`src/rtl/serial_add_ctrl_pkg.sv`:
```
// serial_add_ctrl_pkg: state encoding and counter sizing for the serial adder
package serial_add_ctrl_pkg;
  localparam logic [1:0] IDLE = 2'd0;
  localparam logic [1:0] RUN  = 2'd1;
  localparam logic [1:0] DONE = 2'd2;
  function automatic int cnt_w(input int w);
    return w > 1 ? $clog2(w) : 1;
  endfunction
endpackage

```
`src/rtl/fa.sv`:
```
// fa: gate-level full adder cell
module fa (
  output logic sum,
  output logic cout,
  input  logic a,
  input  logic b,
  input  logic cin
);
  logic p, g, t;
  xor (p, a, b);
  xor (sum, p, cin);
  and (g, a, b);
  and (t, p, cin);
  or  (cout, g, t);
endmodule

```
`src/rtl/serial_add_ctrl.sv`:
```
// serial_add_ctrl: bit-serial adder sequencer sharing one full-adder cell
module serial_add_ctrl
  import serial_add_ctrl_pkg::*;
#(
  parameter int WIDTH = 8
) (
  input  logic             clk,
  input  logic             rst,
  input  logic             start,
  input  logic [WIDTH-1:0] a,
  input  logic [WIDTH-1:0] b,
  input  logic             cin,
  output logic             busy,
  output logic             done,
  output logic [WIDTH-1:0] sum,
  output logic             cout
);
  localparam int CW = cnt_w(WIDTH);
  logic [1:0] state;
  logic [WIDTH-1:0] ra, rb;
  logic [CW-1:0] cnt;
  logic c, s, co, last;
  logic [WIDTH:0] sh;
  fa u_fa (.sum(s), .cout(co), .a(ra[0]), .b(rb[0]), .cin(c));
  assign busy = state == RUN;
  assign done = state == DONE;
  assign last = cnt == CW'(WIDTH - 1);
  assign sh   = {s, sum} >> 1;
  // sequencing: load on start, shift one bit pair per RUN cycle, pulse DONE
  always_ff @(posedge clk) begin
    if (rst) begin
      state <= IDLE;
      ra    <= '0;
      rb    <= '0;
      c     <= 1'b0;
      cnt   <= '0;
      sum   <= '0;
      cout  <= 1'b0;
    end else if (state == IDLE) begin
      if (start) begin
        ra    <= a;
        rb    <= b;
        c     <= cin;
        cnt   <= '0;
        state <= RUN;
      end
    end else if (state == RUN) begin
      sum   <= sh[WIDTH-1:0];
      c     <= co;
      ra    <= ra >> 1;
      rb    <= rb >> 1;
      cnt   <= cnt + 1'b1;
      cout  <= last ? co : cout;
      state <= last ? DONE : RUN;
    end else begin
      state <= IDLE;
    end
  end
endmodule

```
`config.mk`:
```
export PLATFORM = sky130hd
export DESIGN_NAME = serial_add_ctrl
export DESIGN_NICKNAME = d
export VERILOG_FILES = /design/src/rtl/serial_add_ctrl_pkg.sv /design/src/rtl/fa.sv /design/src/rtl/serial_add_ctrl.sv
export SDC_FILE = /design/constraint.sdc
export NUM_CORES = 1
export LEC_CHECK = 0
export BUFFER_PORTS_ARGS = -buffer_cell sky130_fd_sc_hd__buf_2
export CORE_ASPECT_RATIO = 1.75
export CORE_MARGIN = 1
export CORE_UTILIZATION = 35
export CTS_CLUSTER_DIAMETER = 150
export DETAILED_ROUTE_END_ITERATION = 10
export MAX_ROUTING_LAYER = met4
export PLACE_DENSITY = 0.63
export SLEW_MARGIN = 10
export SYNTH_ARGS = -nofsm -noshare
export SYNTH_HDL_FRONTEND = slang
export SYNTH_HIERARCHICAL = 1
export SYNTH_SLANG_ARGS = --single-unit
```
`constraint.sdc`:
```
create_clock -name clk -period 1.4 [get_ports clk]
set_input_delay 0.14 -clock clk [delete_from_list [all_inputs] [get_ports clk]]
set_output_delay 0.14 -clock clk [all_outputs]
set_load 0.05 [all_outputs]
```
**Word-level counts from Yosys, hierarchy flattened**

Cells that the tools add are included.
W data, S select, Z words.

- Bitwise gates (word level): 6
- Multiplexer cells: 16
- Reduce and logical (&&, ||, !) cells: 5
- Equality and inequality tests: 4
- Add/sub/neg operators: 1

Operators with widths:

| operator | number |
|---|---|
| $mux W8 | 6 |
| $mux W3 | 3 |
| $mux W2 | 4 |
| $reduce_and A2 Y1 | 2 |
| $add A3 B1 Y3 const B | 1 |
| $eq A3 B3 Y1 const B | 1 |
| $mux W1 | 3 |
| $reduce_and A3 Y1 | 1 |
| $and A1 B1 Y1 | 2 |
| $eq A2 B1 Y1 const B | 1 |
| $eq A2 B2 Y1 const B | 1 |
| $logic_not A2 Y1 | 1 |
| $ne A2 B2 Y1 const B | 1 |
| $reduce_bool A2 Y1 | 1 |
| $xor A1 B1 Y1 | 2 |
| $not A1 Y1 | 1 |
| $or A1 B1 Y1 | 1 |

- Word-level logic and storage cells: 39
- Register bits: 31

**Logic depth before layout (Yosys ltp)**

Gate-level depths: netlist of the first run.

- Depth after elaboration: 5
- Mapped depth: 6
- Gate-level depth less buffers: 5

**Modules after synthesis**

The synthesis of the first run kept the hierarchy.

Modules (own cells, without submodules):

| module | instances | area an instance (µm²) | cells an instance |
|---|---|---|---|
| serial_add_ctrl | 1 | 1373.8 | 136 |
| fa | 1 | 20.0 | 1 |

**Worst setup path after synthesis of the first run**

OpenSTA, ideal clock, no wires.

- Path kind: reg-to-output
- Start: register state[0]
- End: output port done
- Arrival time: 1203 ps
- Buffers on the path: 1
- Path slack: 57 ps
- Stages on the path, launching flop included: 3
- Path through: dfxtp_1 -> buf_4 -> nor2b_1

- Word-level cells in the longest chain between the ends: 1

RTL lines:

| item | line | text |
|---|---|---|
| start, declared | serial_add_ctrl.sv:19 | `logic [1:0] state;` |
| start signal, assigned | serial_add_ctrl.sv:54 | `state <= last ? DONE : RUN;` |
| $eq A2 B2 Y1 | serial_add_ctrl.sv:26 | `assign done = state == DONE;` |
| end, declared | serial_add_ctrl.sv:14 | `output logic done,` |

Every way passes these cells.

**Worst setup path in the final report of the first run**

Ends and elaborated chain as after synthesis.

==> metrics.md, run 1 <==
| Metric | Value |
|---|---|
| Arrival time worst endpoint | `1190 ps` |
| Combinational family with the most area after synthesis | `compound AO/OA/AOI/OAI gates` |
| Clk sinks | `31` |
| Remaining DRCs | `0` |
| Clk pwr share | `37.7%` |
| Req. time, crit path | `1260 ps` |
| Post-Synth Simple-Gate Area | `13.3%` |
| Final setup vio count | `0` |
| Crit end category | `primary output` |
| CTS tree | `yes` |
| Sequential share of the synthesized area | `44.5%` |
| Netlist Area Pre-Place | `1390 um2` |
| Initial antenna violation count | `0` |
| Part of the power in combinational logic | `14.3%` |
| Synth Area in XOR/XNOR | `0%` |
| P&R area growth vs syn | `22.4%` |
| Commonest cells after routing, fill and taps aside | `dfxtp_1, buf_2, nor2_1, nand2_1, mux2i_1` |
| Worst setup path class | `register to primary output` |
| Yosys warnings | `6` |
| Unrepaired setup endpoints after global routing | `false` |
| Outcome | `finished clean` |
| Ant diodes | `0` |
| Worst path cell trace | `buf_4 -> nor2b_1 -> buf_2` |
| Routed WL | `2660 um` |
| CTS H-Tree Depth | `2` |
| Port Buf Inserts | `30` |
| DP Wirelength | `1950 um` |
| Nets | `192` |
| First-pass GRT wire length | `4640 um` |
| Vias in the first global route | `1075` |
| Post-synth top area share | `44.5%` |
| Post-Syn Area per Cell | `10.2 um2` |
| Cell-internal power | `1.51 mW` |
| Synth Register Bits | `31` |
| Total die area | `4250 um2` |
| Rel. slew slack | `69.8%` |
| DRT Pass-1 Iters | `4` |
| Worst hold path type | `input pin to register` |
| R2R depth | `4` |
| Total grt overflow | `0` |
| CP max stage cell | `dfxtp_2` |
| IO Count | `31` |
| Reg2reg setup slack | `180 ps` |
| Later-pin clock latency in the skew report | `280 ps` |
| Initial Utilization | `36.4%` |
| Global-route usage over all layers | `14.7%` |
| Hold Fails Final Rpt | `0` |
| Mapped Nets | `160` |
| Slowest stage delay, CP | `370 ps` |
| Clk slew on worst S/H paths | `60 ps` |
| Share of cells above drive strength 1 | `37.6%` |
| CTS Hold Buffers Added | `0` |
| Site Rows | `30` |
| Critical Path Source Type | `register` |
| Max Freq | `0.749 GHz` |
| Sequential fraction of design power | `48.0%` |
| Switch Pwr | `507 uW` |
| Final period utilization | `95.3%` |
| Die Y | `85.5 um` |
| Cell count after synthesis | `137` |
| Yosys top cell by area | `dfxtp_1` |
| Synth Area in Compound Gates | `21.4%` |
| Clk_skew | `3.72 ps` |
| Worst reg2reg path endpoint | `ra[1]$_SDFFE_PP0P_` |
| Post-synthesis mux area share | `11.5%` |
| Setup crit start | `state[0]$_SDFFE_PP0P_` |
| Crit-path max FO | `7` |
| Wirelength per Cell | `12.2 um` |
| Maximum buffer depth of the clock tree | `2` |
| Power Total | `2.02 mW` |
| Hold Slack | `104 ps` |
| Worst vdd ir | `0.789 mV` |
| Die W | `49.7 um` |
| Max-cap violations | `0` |
| Via density | `4.89` |
| CP endpoint | `done` |
| GPL Wtd Cong | `0.740` |
| Via count | `1065` |
| Largest net degree at the start of global routing | `25` |
| Post-Synth Adder-Cell Area | `3.23%` |
| Post-route minimum period | `1330 ps` |
| Iteration-0 DRC Markers | `16` |
| Leak Pwr | `0.713 nW` |
| Clock root buffer master | `clkbuf_8` |
| Setup_tns | `0 ps` |
| ANT nets after route | `0` |
| PwrDens | `1180 nW/um2` |
| Core area | `3830 um2` |
| CTS Buf Count | `5` |
| Largest cells by area after synthesis | `dfxtp_1, a211oi_2, mux2i_1` |
| Switching Share | `25.1%` |
| Worst-Margin Slew | `453 ps` |
| Cell variety after synth | `26` |
| Slew Limit Fails | `0` |
| Worst r2r src | `state[0]$_SDFFE_PP0P_` |
stage by stage:
stage	setup slack (ps)	util, %	std cells	area (um2)
after detailed placement	123	41.6	210	1590
final	65.2	44.6	218	1710
after global routing	19.1	44.6	218	1710
after floorplan	56.8	-	137	1390
after global placement	203	41.6	210	1590
after CTS	29.0	44.3	218	1700
power by group through the flow:
stage	logic, mW	registers [mW]	clock network, mW
6_report	0.290	0.969	0.760
5_1_grt	0.318	0.977	0.824
4_1_cts	0.291	0.968	0.775
3_5_place_dp	0.290	0.987	0
3_3_place_gp	0.281	0.984	0
2_1_floorplan	0.212	0.992	0
area by class of cell:
| type | count | area [um2] |
|---|---|---|
| clock buffer | 8 | 100 |
| fill | 394 | 2120 |
| inverter | 2 | 12.5 |
| multi-input combinational | 94 | 696 |
| sequential | 31 | 623 |
| tap | 48 | 60.1 |
| timing repair buffer | 35 | 215 |
critical path: cells and delay by family, from the launching register on:
| kind | cells | cell delay, ps |
|---|---|---|
| simple gates | 1 | 100 |
| buf+inv | 2 | 440 |
| flops | 1 | 370 |
synthesized netlist by cell type, drive strengths merged:
cell type and n:
clkinv 1, a21oi 9, nand3 1, o21ba 1
nor3b 1, clkbuf 1, nand2b 1, nor2 21
nand2 17, fa 1, ha 2, inv 1
buf 9, nor2b 1, nor3 1, a211oi 16
dfxtp 31, a22oi 4, o21bai 1, mux2i 16
nand3b 1
timing repair:
action,4_1_cts,5_1_grt
gates cloned,0,0
endpoints found under the setup margin,1,1
buffers inserted,0,0
hold endpoints to repair,0,0
gates resized for setup,2,2
routing by layer:
metal  GRT usage [%]  routed length [um]
met1            15.3                1110
met3            5.38                 147
met2            24.9                1390
met4            5.45                  18
met5               -                   0
registers in the layout (all words and copies together), names as in the netlist:
register / flops
sum: 8
ra: 8
cnt: 3
cout: 1
c: 1
rb: 8
state: 2
how the worst min path moves through the flow:
stage,from,cells past startpoint,end,slack [ps]
finish,a[7],3,ra[7]$_SDFFE_PP0P_,100
global route,a[7],3,ra[7]$_SDFFE_PP0P_,130
CTS,a[7],3,ra[7]$_SDFFE_PP0P_,100
detailed placement,b[7],3,rb[7]$_SDFFE_PP0P_,400
global placement,a[7],3,ra[7]$_SDFFE_PP0P_,380
floorplan,rst,1,cnt[0]$_SDFFE_PP0P_,210
cell families (layout without fill, tap and decap cells):
logic type               count (synthesis)  in the layout
AO/OA/AOI/OAI                           31             31
flip-flops                              31             31
AND/OR/NAND/NOR                         44             44
adder cells (fa/ha/maj)                  3              3
multiplexers                            16             16
buffers and inverters                   12             45
Note: power is estimated with default switching activity, not from simulation.
==> run 2, diff against run 1 <==
- PLACE_DENSITY: 0.63 -> default
==> run 2 against run 1 <==
Net effect: die area is the same; utilization is the same; combinational power about the same; power grew 0.37%; clock skew grew 1.5 ps; register-to-register slack improved by 30 ps; routed wire length grew 3.2%; global-route usage grew 0.46 points; first-iteration DRC count increased by 63%; critical path depth did not move; critical endpoint is now busy.
==> metrics.md, run 2 (synthesis results as in run 1) <==
| Metric | Value |
|---|---|
| Outcome | `finished clean` |
| Worst reg2reg path endpoint | `state[0]$_SDFFE_PP0P_` |
| Crit end category | `primary output` |
| Post-route minimum period | `1310 ps (-28.4 ps)` |
| Port Buf Inserts | `30 (unchanged)` |
| Switching Share | `25.4% (+0.29 points)` |
| CTS Hold Buffers Added | `0 (unchanged)` |
| Unrepaired setup endpoints after global routing | `false` |
| Cell-internal power | `1.51 mW (about the same)` |
| Final worst slack | `93.6 ps (+28.4 ps)` |
| Max-cap violations | `0 (unchanged)` |
| DP Wirelength | `2060 um (+5.7%)` |
| Req. time, crit path | `1260 ps (about the same)` |
| Worst r2r src | `cnt[0]$_SDFFE_PP0P_` |
| CP max stage cell | `dfxtp_2` |
| CTS H-Tree Depth | `2 (unchanged)` |
| Power Total | `2.03 mW (+0.37%)` |
| Worst path cell trace | `nand2b_4 -> clkinv_4 -> buf_2` |
| Sequential fraction of design power | `47.8% (-0.2 points)` |
| GPL Wtd Cong | `0.821 (+11%)` |
| PwrDens | `1190 nW/um2 (+0.37%)` |
| Top Registers | `ra x8, rb x8, sum x8` |
| Max Freq | `0.765 GHz (+2.2%)` |
| Hold Fails Final Rpt | `0 (unchanged)` |
| Remaining DRCs | `0 (unchanged)` |
| Die W | `49.7 um (unchanged)` |
| WHS Endpoint | `rb[7]$_SDFFE_PP0P_` |
| Final setup vio count | `0 (unchanged)` |
| Core area | `3830 um2 (unchanged)` |
| Share of cells above drive strength 1 | `38.4% (+0.73 points)` |
| Initial Utilization | `36.4% (unchanged)` |
| Delay-heaviest family, CP | `buffers and inverters` |
| Commonest non-fill, non-tap cell in the layout | `buf_2` |
| CP Buf/Inv Count | `2 (unchanged)` |
| Reg2reg setup slack | `210 ps (+30 ps)` |
| Nets | `194 (+1.0%)` |
| Worst setup path class | `register to primary output` |
| Worst-Margin Slew | `415 ps (-37.7 ps)` |
| Largest net degree at the start of global routing | `25 (unchanged)` |
| Global-route usage over all layers | `15.2% (+0.46 points)` |
| Later-pin clock latency in the skew report | `280 ps (about the same)` |
| Via count | `1062 (-0.28%)` |
| Ant diodes | `0 (unchanged)` |
| ANT nets after route | `0 (unchanged)` |
| Clk pwr share | `38.0% (+0.3 points)` |
| Wirelength per Cell | `12.5 um (+2.3%)` |
| Critical hold path startpoint | `b[7]` |
| Commonest cells after routing, fill and taps aside | `buf_2, dfxtp_1, nor2_1, nand2_1, mux2i_1` |
| Site Rows | `30 (unchanged)` |
| Vias in the first global route | `1051 (-2.2%)` |
| Critical Path Stages | `3 (unchanged)` |
| Worst vdd ir | `0.749 mV (-5.1%)` |
| Rel. slew slack | `72.3% (+2.6 points)` |
| Worst hold path type | `input pin to register` |
| Slew Limit Fails | `0 (unchanged)` |
| Clk slew on worst S/H paths | `60 ps (about the same)` |
| DRT Pass-1 Iters | `4 (unchanged)` |
| Die Y | `85.5 um (unchanged)` |
| Total grt overflow | `0 (unchanged)` |
| Slowest stage delay, CP | `350 ps (-20 ps)` |
| Final period utilization | `93.3% (-2.0 points)` |
| Pre-CTS setup slack | `196 ps (+72.2 ps)` |
| Total die area | `4250 um2 (unchanged)` |
| Maximum buffer depth of the clock tree | `2 (unchanged)` |
| Iteration-0 DRC Markers | `26 (+10)` |
| R2R depth | `5 (+1)` |
| Switch Pwr | `515 uW (+1.5%)` |
| Setup_tns | `0 ps (unchanged)` |
| Hold Slack | `102 ps (-1.82 ps)` |
| Critical Path Source Type | `register` |
| P&R area growth vs syn | `22.4% (unchanged)` |
| Hold path depth | `3 (unchanged)` |
| Util after Layout | `44.6% (unchanged)` |
| CTS Buf Count | `5 (unchanged)` |
| Part of the power in combinational logic | `14.2% (about the same)` |
| Via density | `4.83 (-1.2%)` |
| Initial antenna violation count | `0 (unchanged)` |
| CTS tree | `yes` |
| Leak Pwr | `0.718 nW (+0.71%)` |
| IO Count | `31 (unchanged)` |
| Arrival time worst endpoint | `1170 ps (-20 ps)` |
| First-pass GRT wire length | `4640 um (-0.15%)` |
| Routed WL | `2750 um (+3.2%)` |
| Post-CTS Setup Bufs | `0 (unchanged)` |
| Crit-path max FO | `13 (+6)` |
| Clk_skew | `5.18 ps (+1.47 ps)` |
| Clk sinks | `31 (unchanged)` |
| Clock root buffer master | `clkbuf_8` |
run 2: layer usage:
| layer | global-route usage (%) | share of wire (%) | wire, um | vias to the layer above |
|---|---|---|---|---|
| li1 | - | - | - | 545 |
| met1 | 15.2 | 42 | 1150 | 485 |
| met2 | 25.8 | 52 | 1430 | 27 |
| met3 | 5.38 | 4.5 | 125 | 5 |
| met4 | 7.01 | 1.7 | 48 | 0 |
| met5 | - | 0 | 0 | - |
run 2: layout make-up:
class | count | area (um2)
repair buffers | 37 | 215
flip-flops and latches | 31 | 623
inverters | 2 | 12.5
multi-input cells | 94 | 696
clock buffers | 8 | 100
well taps | 48 | 60.1
fillers | 411 | 2120
run 2: worst max-delay path by stage:
| stage | slack, ps | end | startpoint |
|---|---|---|---|
| floorplan | 60 | done | state[0]$_SDFFE_PP0P_ |
| global placement | 240 | c$_SDFFE_PP0P_ | ra[0]$_SDFFE_PP0P_ |
| detailed placement | 200 | state[0]$_SDFFE_PP0P_ | cnt[0]$_SDFFE_PP0P_ |
| CTS | 30 | busy | state[0]$_SDFFE_PP0P_ |
| global route | 40 | busy | state[1]$_SDFFE_PP0P_ |
| finish | 90 | busy | state[1]$_SDFFE_PP0P_ |
run 2: power by group through the flow:
stage	Clock [mW]	Sequential, mW	Combinational (mW)
floorplan	0	0.992	0.212
global placement	0	0.984	0.284
detailed placement	0	0.987	0.291
CTS	0.786	0.969	0.293
global route	0.847	0.975	0.317
finish	0.769	0.969	0.288
run 2: worst min-delay path, cell delays in order:
cell and delay [ps]:
buf_2 80, a22oi_1 50, nor2_1 80
run 2: timing repair:
item | 4_1_cts | 5_1_grt
pin swaps | 0 | 0
resized for setup | 1 | 2
endpoints found under the setup margin | 1 | 1
run 2: per-stage QoR:
stage | area (um2) | cells
floorplan | 1390 | 137
global placement | 1600 | 212
detailed placement | 1600 | 212
CTS | 1700 | 220
global route | 1710 | 220
finish | 1710 | 220
